==> config.mk <==
export PLATFORM = sky130hd
export DESIGN_NAME = pipe_hazard_ctrl_flat
export DESIGN_NICKNAME = d
export VERILOG_FILES = /design/src/rtl/cpu_pipe_pkg.sv /design/src/rtl/pipe_hazard_ctrl_if.sv /design/src/rtl/sat_counter.sv /design/src/rtl/pipe_hazard_ctrl.sv /design/src/flat_wrapper.sv
export SDC_FILE = /design/constraint.sdc
export NUM_CORES = 1
export LEC_CHECK = 0
export CAP_MARGIN = 10
export CORE_MARGIN = 8
export CORE_UTILIZATION = 34
export CTS_CLUSTER_SIZE = 40
export DETAILED_ROUTE_END_ITERATION = 16
export DONT_BUFFER_PORTS = 1
export GPL_TIMING_DRIVEN = 0
export SYNTH_ARGS = -nofsm -noshare
export SYNTH_HDL_FRONTEND = slang
export SYNTH_SLANG_ARGS = --single-unit
==> constraint.sdc <==
create_clock -name clk -period 2.5 [get_ports clk]
set_input_delay 0.5 -clock clk [delete_from_list [all_inputs] [get_ports clk]]
set_output_delay 0.5 -clock clk [all_outputs]
set_load 0.01 [all_outputs]
==> src/rtl/cpu_pipe_pkg.sv <==
// Shared pipeline-control definitions: mult/div FSM encoding and the hardwired zero register.
package cpu_pipe_pkg;

  typedef enum logic {
    RUN     = 1'b0,
    MD_BUSY = 1'b1
  } md_state_t;

  localparam logic [4:0] REG_ZERO = 5'd0;

endpackage

==> src/rtl/pipe_hazard_ctrl_if.sv <==
// ID/EX hazard inputs and pipeline control outputs of the hazard sequencer.
interface pipe_hazard_ctrl_if #(parameter int CNT_W = 16);

  logic [4:0]       id_rs;
  logic [4:0]       id_rt;
  logic             id_uses_rs;
  logic             id_uses_rt;
  logic             id_md_start;
  logic             id_md_read;
  logic             ex_memr;
  logic             ex_regw;
  logic [4:0]       ex_rd;
  logic             br_taken;
  logic             pc_wr;
  logic             if_id_wr;
  logic             if_id_flush;
  logic             id_ex_stall;
  logic             md_busy;
  logic [CNT_W-1:0] stall_cnt;
  logic [CNT_W-1:0] flush_cnt;

  modport master (
    output id_rs, id_rt, id_uses_rs, id_uses_rt, id_md_start, id_md_read,
           ex_memr, ex_regw, ex_rd, br_taken,
    input  pc_wr, if_id_wr, if_id_flush, id_ex_stall, md_busy, stall_cnt, flush_cnt
  );

  modport slave (
    input  id_rs, id_rt, id_uses_rs, id_uses_rt, id_md_start, id_md_read,
           ex_memr, ex_regw, ex_rd, br_taken,
    output pc_wr, if_id_wr, if_id_flush, id_ex_stall, md_busy, stall_cnt, flush_cnt
  );

endinterface

==> src/rtl/sat_counter.sv <==
// Saturating up-counter with asynchronous active-low clear.
module sat_counter #(
  parameter int CNT_W = 16
) (
  input  logic             clk,
  input  logic             clr_n,
  input  logic             inc,
  output logic [CNT_W-1:0] cnt
);

  logic [CNT_W-1:0] cnt_q, cnt_d;

  always_comb begin
    cnt_d = cnt_q;
    if (inc && (cnt_q != '1)) cnt_d = cnt_q + CNT_W'(1);
  end

  always_ff @(posedge clk or negedge clr_n) begin
    if (!clr_n) cnt_q <= '0;
    else        cnt_q <= cnt_d;
  end

  assign cnt = cnt_q;

endmodule

==> src/rtl/pipe_hazard_ctrl.sv <==
// Pipeline sequencer: load-use bubbles, branch flushes and mult/div occupancy tracking.
//   state   | meaning
//   RUN     | mult/div unit idle, a new op may issue
//   MD_BUSY | op in flight, md_cnt counts down remaining busy cycles
module pipe_hazard_ctrl #(
  parameter int MD_LAT = 32,
  parameter int CNT_W  = 16
) (
  input logic               clk,
  input logic               rst_n,
  pipe_hazard_ctrl_if.slave hz
);
  import cpu_pipe_pkg::*;

  localparam int MD_CW = $clog2(MD_LAT + 1);

  md_state_t        state_q, state_d;
  logic [MD_CW-1:0] md_cnt_q, md_cnt_d;
  logic             md_busy, load_use, md_hold, stall, md_go;

  assign md_busy  = (state_q == MD_BUSY);
  assign load_use = hz.ex_memr & hz.ex_regw & (hz.ex_rd != REG_ZERO) &
                    ((hz.id_uses_rs & (hz.id_rs == hz.ex_rd)) |
                     (hz.id_uses_rt & (hz.id_rt == hz.ex_rd)));
  assign md_hold  = md_busy & (hz.id_md_read | hz.id_md_start);
  assign stall    = (load_use | md_hold) & ~hz.br_taken;
  assign md_go    = hz.id_md_start & ~stall & ~hz.br_taken & ~md_busy;

  always_comb begin
    state_d  = state_q;
    md_cnt_d = md_cnt_q;
    case (state_q)
      RUN: begin
        if (md_go) begin
          state_d  = MD_BUSY;
          md_cnt_d = MD_CW'(MD_LAT - 1);
        end
      end
      MD_BUSY: begin
        md_cnt_d = md_cnt_q - MD_CW'(1);
        if (md_cnt_q == MD_CW'(1)) state_d = RUN;
      end
      default: state_d = RUN;
    endcase
  end

  always_ff @(posedge clk or negedge rst_n) begin
    if (!rst_n) begin
      state_q  <= RUN;
      md_cnt_q <= '0;
    end else begin
      state_q  <= state_d;
      md_cnt_q <= md_cnt_d;
    end
  end

  // Branch flush outranks any stall; reset holds the front end frozen with a bubble.
  always_comb begin
    hz.pc_wr       = 1'b1;
    hz.if_id_wr    = 1'b1;
    hz.if_id_flush = 1'b0;
    hz.id_ex_stall = 1'b0;
    if (hz.br_taken) begin
      hz.if_id_flush = 1'b1;
      hz.id_ex_stall = 1'b1;
    end else if (stall) begin
      hz.pc_wr       = 1'b0;
      hz.if_id_wr    = 1'b0;
      hz.id_ex_stall = 1'b1;
    end
    if (!rst_n) begin
      hz.pc_wr       = 1'b0;
      hz.if_id_wr    = 1'b0;
      hz.if_id_flush = 1'b1;
      hz.id_ex_stall = 1'b1;
    end
  end

  assign hz.md_busy = md_busy;

  sat_counter #(.CNT_W(CNT_W)) u_stall_cnt (
    .clk   (clk),
    .clr_n (rst_n),
    .inc   (stall),
    .cnt   (hz.stall_cnt)
  );

  sat_counter #(.CNT_W(CNT_W)) u_flush_cnt (
    .clk   (clk),
    .clr_n (rst_n),
    .inc   (hz.br_taken),
    .cnt   (hz.flush_cnt)
  );

endmodule
==> src/flat_wrapper.sv <==
// flat-port wrapper written by rule: the top's interface ports become plain ports
module pipe_hazard_ctrl_flat import cpu_pipe_pkg::*;
#(
  parameter int MD_LAT = 32,
  parameter int CNT_W  = 16
)
  (clk, rst_n, hz_id_rs, hz_id_rt, hz_id_uses_rs, hz_id_uses_rt, hz_id_md_start, hz_id_md_read, hz_ex_memr, hz_ex_regw, hz_ex_rd, hz_br_taken, hz_pc_wr, hz_if_id_wr, hz_if_id_flush, hz_id_ex_stall, hz_md_busy, hz_stall_cnt, hz_flush_cnt);
  pipe_hazard_ctrl_if #(.CNT_W(CNT_W)) hz_i ();
  input logic clk;
  input logic rst_n;
  input wire logic [$bits(hz_i.id_rs)-1:0] hz_id_rs;
  input wire logic [$bits(hz_i.id_rt)-1:0] hz_id_rt;
  input wire logic [$bits(hz_i.id_uses_rs)-1:0] hz_id_uses_rs;
  input wire logic [$bits(hz_i.id_uses_rt)-1:0] hz_id_uses_rt;
  input wire logic [$bits(hz_i.id_md_start)-1:0] hz_id_md_start;
  input wire logic [$bits(hz_i.id_md_read)-1:0] hz_id_md_read;
  input wire logic [$bits(hz_i.ex_memr)-1:0] hz_ex_memr;
  input wire logic [$bits(hz_i.ex_regw)-1:0] hz_ex_regw;
  input wire logic [$bits(hz_i.ex_rd)-1:0] hz_ex_rd;
  input wire logic [$bits(hz_i.br_taken)-1:0] hz_br_taken;
  output wire logic [$bits(hz_i.pc_wr)-1:0] hz_pc_wr;
  output wire logic [$bits(hz_i.if_id_wr)-1:0] hz_if_id_wr;
  output wire logic [$bits(hz_i.if_id_flush)-1:0] hz_if_id_flush;
  output wire logic [$bits(hz_i.id_ex_stall)-1:0] hz_id_ex_stall;
  output wire logic [$bits(hz_i.md_busy)-1:0] hz_md_busy;
  output wire logic [$bits(hz_i.stall_cnt)-1:0] hz_stall_cnt;
  output wire logic [$bits(hz_i.flush_cnt)-1:0] hz_flush_cnt;
  assign hz_i.id_rs = hz_id_rs;
  assign hz_i.id_rt = hz_id_rt;
  assign hz_i.id_uses_rs = hz_id_uses_rs;
  assign hz_i.id_uses_rt = hz_id_uses_rt;
  assign hz_i.id_md_start = hz_id_md_start;
  assign hz_i.id_md_read = hz_id_md_read;
  assign hz_i.ex_memr = hz_ex_memr;
  assign hz_i.ex_regw = hz_ex_regw;
  assign hz_i.ex_rd = hz_ex_rd;
  assign hz_i.br_taken = hz_br_taken;
  assign hz_pc_wr = hz_i.pc_wr;
  assign hz_if_id_wr = hz_i.if_id_wr;
  assign hz_if_id_flush = hz_i.if_id_flush;
  assign hz_id_ex_stall = hz_i.id_ex_stall;
  assign hz_md_busy = hz_i.md_busy;
  assign hz_stall_cnt = hz_i.stall_cnt;
  assign hz_flush_cnt = hz_i.flush_cnt;
  pipe_hazard_ctrl #(.MD_LAT(MD_LAT), .CNT_W(CNT_W)) u_core (.clk(clk), .rst_n(rst_n), .hz(hz_i));
endmodule
Yosys cells after proc, flatten, opt, wreduce, memory -nomap -nowiden:

Index checks and enable logic that the tools add are counted.

* add/sub/neg operators: 3
* eq/ne operators: 6
* mux-type cells: 13
* bitwise operators: 16
* reductions and logical operators: 3

Operators with widths (number)
* $add 16x1->16 const B: 2
* $ne 16x16->1 const B: 2
* $pmux 6 s2: 1
* $and 1x1->1: 10
* $eq 5x5->1: 2
* $mux 1: 10
* $eq 6x1->1 const B: 1
* $mux 6: 1
* $sub 6x1->6 const B: 1
* $reduce_bool 5->1: 1
* $not 1->1: 3
* $or 1x1->1: 3
* $logic_and 1x1->1: 2
* $ne 2x1->1 const B: 1
* $pmux 1 s2: 1

* register bits after elaboration: 39
* input port bits: 24
* output and inout bits: 37
* logic and storage cells: 45

Depth between registers and ports, before layout:

Gate-level depths: netlist (run 1).

* word-level depth: 12
* mapped depth: 9
* depth with buffers taken out: 7

Hierarchy:

A second synthesis (run 1) with hierarchy kept.

* cells, all modules: 211
* area total of the unflattened synthesis: 2333.5 µm²

Modules (own cells, without submodules)
* sat_counter: times used 2, cells an instance 72, area each 859.6 µm², seq. area each 400.4 µm²
* pipe_hazard_ctrl: times used 1, cells an instance 67, area each 614.3 µm², seq. area each 175.2 µm²

Worst setup path before layout (run 1):

OpenSTA, ideal clock, no wires.

* path type: input to output
* start point: in hz_ex_rd[1]
* end point: out hz_pc_wr
* data arrival time: 1.665 ns
* required time: 2.000 ns
* slack: 0.335 ns
* stages: 5
* path buffers: 1
* cells stage by stage: or3_1 -> o311a_1 -> a21oi_1 -> o21a_1 -> buf_4

* word-level cells in the longest chain between the ends: 9
* elaborated cells on any way between the ends: 13
* classes of those cells: 2 x eq/ne; 3 x mux; 7 x bitwise; 1 x reduce/logical

RTL lines
* start, declared: line flat_wrapper.sv:19 `input wire logic [$bits(hz_i.ex_rd)-1:0] hz_ex_rd;`
* $eq 5x5->1 (on tied branches): line pipe_hazard_ctrl.sv:23, pipe_hazard_ctrl.sv:24
* $and 1x1->1 (on tied branches): line pipe_hazard_ctrl.sv:23, pipe_hazard_ctrl.sv:24
* $or 1x1->1: line pipe_hazard_ctrl.sv:23 `((hz.id_uses_rs & (hz.id_rs == hz.ex_rd)) |`
* $and 1x1->1 *: line pipe_hazard_ctrl.sv:22 `assign load_use = hz.ex_memr & hz.ex_regw & (hz.ex_rd != REG_ZERO) &`
* $or 1x1->1 *: line pipe_hazard_ctrl.sv:26 `assign stall = (load_use | md_hold) & ~hz.br_taken;`
* $and 1x1->1 *: line pipe_hazard_ctrl.sv:26
* $mux 1 * (3 in series)
* end, declared: line flat_wrapper.sv:21 `output wire logic [$bits(hz_i.pc_wr)-1:0] hz_pc_wr;`

Every way passes the cells marked *; elsewhere a longest branch is shown, timed or not.

Worst setup path after layout (run 1):

* start point: reg u_core.u_stall_cnt.cnt_q[0] (netlist: u_core.u_stall_cnt.cnt[0])
* end point: reg u_core.u_stall_cnt.cnt_q[1] (netlist: u_core.u_stall_cnt.cnt[1])

* word-level cells in the longest chain between the ends: 2
* elaborated cells on any way between the ends: 3
* classes of those cells: 1 x add/sub; 1 x eq/ne; 1 x reduce/logical

RTL lines
* start, declared: line sat_counter.sv:11 `logic [CNT_W-1:0] cnt_q, cnt_d;`
* start signal, assigned: line sat_counter.sv:20 `else cnt_q <= cnt_d;`
* branches (longest 2 deep; another with $add 16x1->16)

Parallel ways; which one is timed is not known.
A chain may end at the register's enable or synchronous reset.

==> flow_summary.yaml, run 1 <==
final_layout:
  n_antenna_cell: 0
  finalNetCount: 225
  final_layout_size_suffix_gt1_share_pct: 8.08
  relative_area_change_from_synthesis_to_final_layout_pct: 10.2
  finalInstanceArea_um2: 2190
  most_common_library_cell_in_the_layout_ignoring_fill_and_taps: "sky130_fd_sc_hd__dfrtp_1"
  layout.cells.most_common_list: "39 x sky130_fd_sc_hd__dfrtp_1, 24 x sky130_fd_sc_hd__xnor2_1, 18 x sky130_fd_sc_hd__xor2_1"
pwr:
  max-vdd-ir-drop_mv: 0.435
  power.static_leakage_nw: 0.967
  switching_power_total_mw: 0.676
  p_int_mw: 1.23
  clock_power_share_pct: 21.8
  power.switching_fraction_pct: 35.5
  p_per_area_nw_per_um2: 867
  p_comb_share_pct: 23.7
  power.sequential.fraction_pct: 54.5
clocking:
  clock-root-buffer: "sky130_fd_sc_hd__clkbuf_8"
  cts-htree-levels: 2
  clock_insertion_delay_worst_skew_ns: 0.29
  cts-buffers-inserted: 5
  cts_setup_buffers: 0
  clk_pin_slew_ns: 0.08
  buffer_depth_of_the_longest_clock_path: 2
  clock-sinks: 39
  cts_tree: "done"
routing:
  ant_nets: 0
  drtIter0Drc: 75
  total_via_count_in_the_routed_design: 1376
  remaining_routing_drc_violations: 0
  route.detailed.wl_per_inst_um: 16.0
  avgViaCountPerCell: 5.04
  firstDrtPassIters: 4
  routed_wl_um: 4370
grt:
  antenna_found_initial: 0
  grt_remaining_overflow: 0
  grt_util_all_layers_pct: 10.9
  grt_pass1_vias: 1422
  grt_first_pass_wirelength_um: 7450
  grt_max_degree: 40
setup_path:
  crit_path_max_fanout: 10
  launching_element_type_of_the_critical_path: "register"
  cp_data_arrival_time_ns: 2.51
  endpoint_kind: "register"
  worstPathRequired_ns: 2.67
  timing_worst_setup_path_type: "reg2reg"
min_path:
  hold_path_class: "in2async"
yosys:
  synthesis.instances: 189
  syn_nets: 217
  synth.largest_area_cell: "sky130_fd_sc_hd__dfrtp_1"
  syn-cell-area_um2: 1990
  async_reset_ff_share_pct: 100
  syn_avg_cell_area_um2: 10.5
  dominantRegCellSynth: "sky130_fd_sc_hd__dfrtp_1"
  ys_seq_area_share_pct: 49.0
  synth.lib_cells_used.distinct: 34
  synth.area.top_cells: "sky130_fd_sc_hd__dfrtp_1 49%, sky130_fd_sc_hd__xnor2_1 11%, sky130_fd_sc_hd__xor2_1 7.9%, sky130_fd_sc_hd__nand2_1 3.0%, sky130_fd_sc_hd__nand4_1 2.8%"
  ys_ff_latch: 39
  synth-warning-count: 0
  synth_top_cell_area_share_pct: 49.0
  synth_enable_flop_cells: 0
sta:
  worst_slew_margin_rel_pct: 69.0
  clock-skew-final_ns: 0.00740
  totalNegativeSetupSlack_ns: 0
  final-setup-viol-count: 0
  post-route-period-util_pct: 93.9
  worst-slew-pin-transition_ns: 0.463
  maxClockFrequency_mhz: 426
  count_of_final_max_slew_check_failures: 0
  report.final.hold_viol_count: 0
  fin_ws_ns: 0.153
  grt_setup_unrepaired: "false"
  final.min_clock_period_ns: 2.35
place:
  gp_congestion: 0.731
  io_buffer_count: 0
  post-place-ws_ns: 0.163
  hpwl_um: 3310
  post_dp_cell_area_um2: 2090
die:
  core-area_um2: 5780
  die_h_um: 92.5
  rows: 28
  ioPinCount: 61
  width_of_the_chip_um: 92.5
  starting_utilization_of_the_core_area_pct: 34.5
  dieArea_um2: 8560
outcome:
  status: "finished, final reports clean"
job:
  max_cap_violations: 0
[cells by family (layout without fill, tap and decap cells)]
group | count (synthesis) | count (layout) | synth area share, %
compound gates | 15 | 15 | 5.90
xor+xnor | 42 | 42 | 18.5
fa+ha+maj | 4 | 4 | 2.51
buf+inv | 12 | 21 | 2.83
flops | 39 | 39 | 49.0
mux | 5 | 5 | 2.83
simple gates | 72 | 72 | 18.5
[sequential cells by signal, indices dropped and copies added, names as in the netlist]
name                    count
u_core.hz.md_busy           1
u_core.u_stall_cnt.cnt     16
u_core.md_cnt_q             6
u_core.u_flush_cnt.cnt     16
[worst max-delay path: stages, from the launching register on]
cell                       delay, ns
sky130_fd_sc_hd__dfrtp_1        0.47
sky130_fd_sc_hd__ha_1           0.20
sky130_fd_sc_hd__nand3_1        0.10
sky130_fd_sc_hd__or2_1          0.24
sky130_fd_sc_hd__clkbuf_1       0.17
sky130_fd_sc_hd__o32a_1         0.37
sky130_fd_sc_hd__o211ai_2       0.15
sky130_fd_sc_hd__buf_6          0.21
sky130_fd_sc_hd__mux2_1         0.32
[cell type report]
cell class,instances,area (um2)
buffer,3,22.5
tap,75,93.8
fill,595,3590
clock inverter,3,20.0
clock buffer,5,68.8
inverter,9,33.8
sequential,39,976
multi-input combinational,138,960
timing repair buffer,1,20.0
[power by group through the flow]
stage	Combinational (mW)	Sequential [mW]	Clock, mW
6_report	0.452	1.04	0.415
5_1_grt	0.537	1.07	0.466
4_1_cts	0.459	1.04	0.443
3_5_place_dp	0.439	1.05	0
3_3_place_gp	0.428	1.05	0
2_1_floorplan	0.381	0.995	0
[per-layer routing]
metal	share of wire, %	track usage [%]	vias up
met4	0.92	4.03	0
li1	-	-	668
met5	0	0	-
met1	41	12.4	656
met3	12	5.50	2
met2	46	17.0	50
[repair_timing]
item                      CTS  global route
hold buffers                1             0
hold endpoints to repair   39             0
gates resized for setup     0             0
[Yosys cell counts, types with 2 or more instances]
| cell type | count |
|---|---|
| sky130_fd_sc_hd__a21oi_1 | 2 |
| sky130_fd_sc_hd__a2bb2oi_1 | 4 |
| sky130_fd_sc_hd__and2_1 | 3 |
| sky130_fd_sc_hd__and3_1 | 3 |
| sky130_fd_sc_hd__and4_1 | 3 |
| sky130_fd_sc_hd__dfrtp_1 | 39 |
| sky130_fd_sc_hd__ha_1 | 4 |
| sky130_fd_sc_hd__inv_1 | 9 |
| sky130_fd_sc_hd__mux2_2 | 4 |
| sky130_fd_sc_hd__nand2_1 | 16 |
| sky130_fd_sc_hd__nand3_1 | 8 |
| sky130_fd_sc_hd__nand3b_1 | 2 |
| sky130_fd_sc_hd__nand4_1 | 9 |
| sky130_fd_sc_hd__nor2_1 | 13 |
| sky130_fd_sc_hd__nor3_1 | 8 |
| sky130_fd_sc_hd__nor4_1 | 4 |
| sky130_fd_sc_hd__xnor2_1 | 24 |
| sky130_fd_sc_hd__xor2_1 | 18 |
[metrics by stage]
stage               power, mW  std cells  hold WS [ns]  utilization [%]
floorplan                1.38        189         0.204                -
global placement         1.48        264         0.205             36.1
detailed placement       1.49        264         0.206             36.1
CTS                      1.94        273        0.0390             38.0
global route             2.07        273        0.0437             38.0
finish                   1.90        273        0.0501             38.0
[final timing paths]
kind | cells after the start | from | slack [ns] | end
worst max register to register | 8 | u_core.u_stall_cnt.cnt[0]$_DFFE_PN0P_ | 0.15 | u_core.u_stall_cnt.cnt[1]$_DFFE_PN0P_
worst max-delay path | 8 | u_core.u_stall_cnt.cnt[0]$_DFFE_PN0P_ | 0.15 | u_core.u_stall_cnt.cnt[1]$_DFFE_PN0P_
min in group clk | 1 | hz_id_md_start | 0.32 | u_core.md_cnt_q[5]$_DFFE_PN0P_
worst min-delay path | 1 | rst_n | 0.05 | u_core.u_flush_cnt.cnt[1]$_DFFE_PN0P_
worst min register to register | 1 | u_core.u_stall_cnt.cnt[9]$_DFFE_PN0P_ | 0.56 | u_core.u_stall_cnt.cnt[9]$_DFFE_PN0P_
max in group asynchronous | 1 | rst_n | 2.26 | u_core.hz.md_busy$_DFF_PN0_
No activity file was read; power rests on OpenSTA's default activity.
==> inputs of run 2 (changes only) <==
- PLACE_DENSITY: default -> 0.52
==> flow_summary.yaml, run 2 (same netlist as run 1, synthesis figures left out) <==
clocking:
  clk_pin_slew_ns: 0.08
  clock_insertion_delay_worst_skew_ns: 0.29
  cts-buffers-inserted: 5
  cts_setup_buffers: 0
  buffer_depth_of_the_longest_clock_path: 2
  clock-root-buffer: "sky130_fd_sc_hd__clkbuf_8"
  cts_tree: "done"
  clock-sinks: 39
  cts-htree-levels: 2
routing:
  ant_nets: 0
  avgViaCountPerCell: 5.03
  drtIter0Drc: 47
  firstDrtPassIters: 4
  route.detailed.wl_per_inst_um: 16.2
  routed_wl_um: 4420
  total_via_count_in_the_routed_design: 1374
  remaining_routing_drc_violations: 0
die:
  dieArea_um2: 8560
  rows: 28
  width_of_the_chip_um: 92.5
  core-area_um2: 5780
  ioPinCount: 61
  die_h_um: 92.5
  starting_utilization_of_the_core_area_pct: 34.5
sta:
  worst-slew-pin-transition_ns: 0.444
  post-route-period-util_pct: 93.2
  totalNegativeSetupSlack_ns: 0
  worst_slew_margin_rel_pct: 70.3
  fin_ws_ns: 0.170
  hold-worst-slack_ns: 0.0451
  report.final.hold_viol_count: 0
  count_of_final_max_slew_check_failures: 0
  maxClockFrequency_mhz: 429
  clock-skew-final_ns: 0.00341
  grt_setup_unrepaired: "false"
  final.min_clock_period_ns: 2.33
  final-setup-viol-count: 0
final_layout:
  finalNetCount: 225
  final_core_util_pct: 38.5
  final_layout_size_suffix_gt1_share_pct: 8.08
  layout.cells.most_common_list: "39 x sky130_fd_sc_hd__dfrtp_1, 24 x sky130_fd_sc_hd__xnor2_1, 18 x sky130_fd_sc_hd__xor2_1"
  layoutNonFillerInstCount: 273
  n_antenna_cell: 0
  finalInstanceArea_um2: 2220
  relative_area_change_from_synthesis_to_final_layout_pct: 11.6
  most_common_library_cell_in_the_layout_ignoring_fill_and_taps: "sky130_fd_sc_hd__dfrtp_1"
  nFillCells: 582
setup_path:
  crit-reg2reg-capture: "u_core.u_stall_cnt.cnt[1]$_DFFE_PN0P_"
  reg2regPathDepth: 8
  cp_data_arrival_time_ns: 2.50
  timing.rr.start: "u_core.u_stall_cnt.cnt[0]$_DFFE_PN0P_"
  crit_path_max_fanout: 10
  r2r_setup_slack_ns: 0.17
  worstPathRequired_ns: 2.67
  timing_worst_setup_path_type: "reg2reg"
  endpoint_kind: "register"
  launching_element_type_of_the_critical_path: "register"
place:
  dp_cells: 264
  post_dp_cell_area_um2: 2090
  hpwl_um: 3310
  post-place-ws_ns: 0.157
  gp_congestion: 0.732
  io_buffer_count: 0
outcome:
  status: "finished, final reports clean"
grt:
  antenna_found_initial: 0
  grt_util_all_layers_pct: 10.8
  grt_max_degree: 40
  grt_pass1_vias: 1353
  grt_first_pass_wirelength_um: 7280
  grt_remaining_overflow: 0
min_path:
  hold_path_class: "in2async"
pwr:
  power.total_mw: 2.03
  p_per_area_nw_per_um2: 911
  max-vdd-ir-drop_mv: 0.494
  power.static_leakage_nw: 0.988
job:
  max_cap_violations: 0
run 2: cell count changes in the layout (fill, tap and decap cells not counted), sizes merged:
cell,before,now
clkbuf,6,7
bufinv,0,1
clkinvlp,2,0
run 2: critical path, stage by stage (launching register included):
cell and delay (ns):
sky130_fd_sc_hd__dfrtp_1 0.45, sky130_fd_sc_hd__ha_1 0.20, sky130_fd_sc_hd__nand3_1 0.10, sky130_fd_sc_hd__or2_1 0.24
sky130_fd_sc_hd__clkbuf_1 0.18, sky130_fd_sc_hd__o32a_1 0.37, sky130_fd_sc_hd__o211ai_2 0.15, sky130_fd_sc_hd__buf_6 0.20
sky130_fd_sc_hd__mux2_1 0.32
run 2: worst max path at each step:
stage                                     startpoint                                     to  slack (ns)  depth (start not counted)
4_1_cts        u_core.u_stall_cnt.cnt[0]$_DFFE_PN0P_  u_core.u_stall_cnt.cnt[1]$_DFFE_PN0P_        0.14                          8
5_1_grt        u_core.u_stall_cnt.cnt[0]$_DFFE_PN0P_  u_core.u_stall_cnt.cnt[1]$_DFFE_PN0P_        0.03                          8
6_report       u_core.u_stall_cnt.cnt[0]$_DFFE_PN0P_  u_core.u_stall_cnt.cnt[1]$_DFFE_PN0P_        0.17                          8
3_3_place_gp   u_core.u_stall_cnt.cnt[0]$_DFFE_PN0P_  u_core.u_stall_cnt.cnt[1]$_DFFE_PN0P_        0.16                          8
2_1_floorplan                            hz_ex_rd[1]                               hz_pc_wr        0.33                          5
3_5_place_dp   u_core.u_stall_cnt.cnt[0]$_DFFE_PN0P_  u_core.u_stall_cnt.cnt[1]$_DFFE_PN0P_        0.16                          8
run 2: timing repair:
action / in CTS / in global routing
hold buffers: 1 / 0
setup endpoints to repair: 0 / 0
gates resized for setup: 0 / 0
hold endpoints to repair: 39 / 0
run 2: final cells by class:
cell class	count	area, um2	share of cell area (%)
buffer	3	22.5	1.01
multi-input combinational	138	960	43.2
timing repair buffer	1	20.0	0.900
tap	75	93.8	4.22
inverter	9	33.8	1.52
clock inverter	2	35.0	1.58
clock buffer	6	82.6	3.71
sequential	39	976	43.9
run 2: routing by layer:
layer	vias up	wire length (um)	share of wire (%)	GRT usage, %
met4	0	64	1.4	4.03
met5	-	0	0	0
met2	56	1940	44	16.1
li1	670	-	-	-
met1	642	1900	43	12.8
met3	6	513	12	5.91
run 2: power breakdown:
group | internal, mW | switching, mW | total [mW] | leakage (nW)
combinational | 0.246 | 0.203 | 0.449 | 0.433
sequential | 0.787 | 0.248 | 1.03 | 0.494
clock | 0.323 | 0.219 | 0.542 | 0.0612
total | 1.36 | 0.670 | 2.03 | 0.988
==> inputs of run 3 (changes only) <==
==> constraint.sdc (replaced) <==
create_clock -name clk -period 2.5 [get_ports clk]
set_input_delay 0.5 -clock clk [delete_from_list [all_inputs] [get_ports clk]]
set_output_delay 0.5 -clock clk [all_outputs]
set_load 0.1 [all_outputs]
==> flow_summary.yaml, run 3 (same netlist as run 1, synthesis figures left out) <==
clocking:
  clk_pin_slew_ns: 0.08
  cts-buffers-inserted: 5
  cts_tree: "done"
  clock-sinks: 39
  buffer_depth_of_the_longest_clock_path: 2
  clock-root-buffer: "sky130_fd_sc_hd__clkbuf_8"
  cts-htree-levels: 2
  clock_insertion_delay_worst_skew_ns: 0.29
grt:
  grt_pass1_vias: 1436
  antenna_found_initial: 0
  grt_util_all_layers_pct: 11.3
  grt_first_pass_wirelength_um: 7630
  grt_max_degree: 40
  grt_remaining_overflow: 0
routing:
  routed_wl_um: 4690
  firstDrtPassIters: 4
  route.detailed.wl_per_inst_um: 16.9
  total_via_count_in_the_routed_design: 1406
  remaining_routing_drc_violations: 0
  avgViaCountPerCell: 5.08
  drtIter0Drc: 52
  ant_nets: 0
setup_path:
  critPathLaunch: "hz_ex_rd[1]"
  cp_data_arrival_time_ns: 2.12
  crit_chain: "or3_1, o311a_1, a21oi_2, nand3b_1"
  critPathSlowestCell: "sky130_fd_sc_hd__nand3b_1"
  timing_worst_setup_path_type: "in2out"
  worstPathRequired_ns: 2.00
  launching_element_type_of_the_critical_path: "input pin"
  endpoint_kind: "primary output"
  slowest_delay_ns: 0.77
  crit_path_max_fanout: 3
  reg2regPathDepth: 7
  timing.rr.start: "u_core.u_stall_cnt.cnt[0]$_DFFE_PN0P_"
  r2r_setup_slack_ns: 0.10
place:
  hpwl_um: 3410
  io_buffer_count: 0
  gp_congestion: 0.743
  post-place-ws_ns: -0.252
  post_dp_cell_area_um2: 2110
  dp_cells: 264
die:
  starting_utilization_of_the_core_area_pct: 34.5
  rows: 28
  core-area_um2: 5780
  width_of_the_chip_um: 92.5
  ioPinCount: 61
  die_h_um: 92.5
  dieArea_um2: 8560
pwr:
  power.static_leakage_nw: 0.987
  p_comb_share_pct: 18.9
  p_int_mw: 1.41
  power.sequential.fraction_pct: 62.0
  power.switching_fraction_pct: 50.8
  clock_power_share_pct: 19.0
  switching_power_total_mw: 1.46
  p_per_area_nw_per_um2: 1210
  max-vdd-ir-drop_mv: 0.848
final_layout:
  n_antenna_cell: 0
  finalInstanceArea_um2: 2360
  layoutNonFillerInstCount: 277
  final_core_util_pct: 40.8
  final_layout_size_suffix_gt1_share_pct: 26.2
  relative_area_change_from_synthesis_to_final_layout_pct: 18.5
  most_common_library_cell_in_the_layout_ignoring_fill_and_taps: "sky130_fd_sc_hd__xnor2_1"
  layout.cells.most_common_list: "24 x sky130_fd_sc_hd__xnor2_1, 19 x sky130_fd_sc_hd__dfrtp_2, 18 x sky130_fd_sc_hd__xor2_1"
  finalNetCount: 229
sta:
  hold-worst-slack_ns: 0.0426
  count_of_final_max_slew_check_failures: 0
  worst_slew_margin_rel_pct: 28.7
  post-route-period-util_pct: 105
  fin_ws_ns: -0.118
  report.final.hold_viol_count: 0
  final-setup-viol-count: 2
  grt_setup_unrepaired: "true"
  worst-slew-pin-transition_ns: 1.07
  clock-skew-final_ns: 0.00616
  final.min_clock_period_ns: 2.62
  maxClockFrequency_mhz: 382
outcome:
  status: "complete, but fails checks"
  violated_checks: "negative setup slack"
job:
  max_cap_violations: 0
min_path:
  hold_path_class: "in2async"
run 3: cell types whose count changed in the layout (fill, tap and decap cells not counted), moves of 3 or more:
cell / before / now
sky130_fd_sc_hd__dfrtp_1: 39 / 13
sky130_fd_sc_hd__buf_4: 1 / 4
sky130_fd_sc_hd__dfrtp_4: 0 / 7
sky130_fd_sc_hd__dfrtp_2: 0 / 19
run 3: path summary, 6_finish.rpt:
kind,end
worst min-delay path,u_core.u_stall_cnt.cnt[0]$_DFFE_PN0P_
worst min register to register,u_core.md_cnt_q[1]$_DFFE_PN0P_
worst max register to register,u_core.u_stall_cnt.cnt[1]$_DFFE_PN0P_
max in group asynchronous,u_core.hz.md_busy$_DFF_PN0_
min in group clk,u_core.md_cnt_q[5]$_DFFE_PN0P_
worst max-delay path,hz_id_ex_stall
run 3: routing by layer:
metal  GRT usage (%)  wire [um]
met1            13.9       2080
met2            16.9       2120
met5               0          0
met4            3.62         38
met3            5.42        455
run 3: stage by stage:
step | setup TNS (ns) | total power, mW
4_1_cts | -0.272 | 2.88
5_1_grt | -0.429 | 3.02
3_5_place_dp | -1.97 | 2.25
6_report | -0.177 | 2.87
3_3_place_gp | -1.95 | 2.23
2_1_floorplan | -0.108 | 2.13
run 3: what timing repair did:
| action | in CTS | in global routing |
|---|---|---|
| resized for setup | 24 | 10 |
| hold buffers | 1 | 0 |
| setup endpoints to repair | 23 | 15 |
| endpoints found under the hold margin | 39 | 0 |
| pin swaps | 3 | 4 |
| buffers inserted | 2 | 2 |
| gates cloned | 1 | 0 |
run 3: power by group through the flow:
| stage | logic, mW | registers (mW) | clock network, mW |
|---|---|---|---|
| floorplan | 0.427 | 1.70 | 0 |
| global route | 0.616 | 1.81 | 0.592 |
| detailed placement | 0.492 | 1.76 | 0 |
| global placement | 0.478 | 1.75 | 0 |
| finish | 0.543 | 1.78 | 0.546 |
| CTS | 0.533 | 1.78 | 0.567 |
run 3: area by class of cell:
class	count	area (um2)
multi-input cells	138	997
inverters	9	33.8
flip-flops and latches	39	1030
well taps	75	93.8
clock buffers	6	82.6
plain buffers	2	31.3
clock inverters	2	35.0
fillers	593	3420
repair buffers	6	61.3
run 3: critical path: cells and delay by family:
| kind | cells | cell delay [ns] |
|---|---|---|
| AND/OR/NAND/NOR | 2 | 1.12 |
| AO/OA/AOI/OAI | 2 | 0.49 |
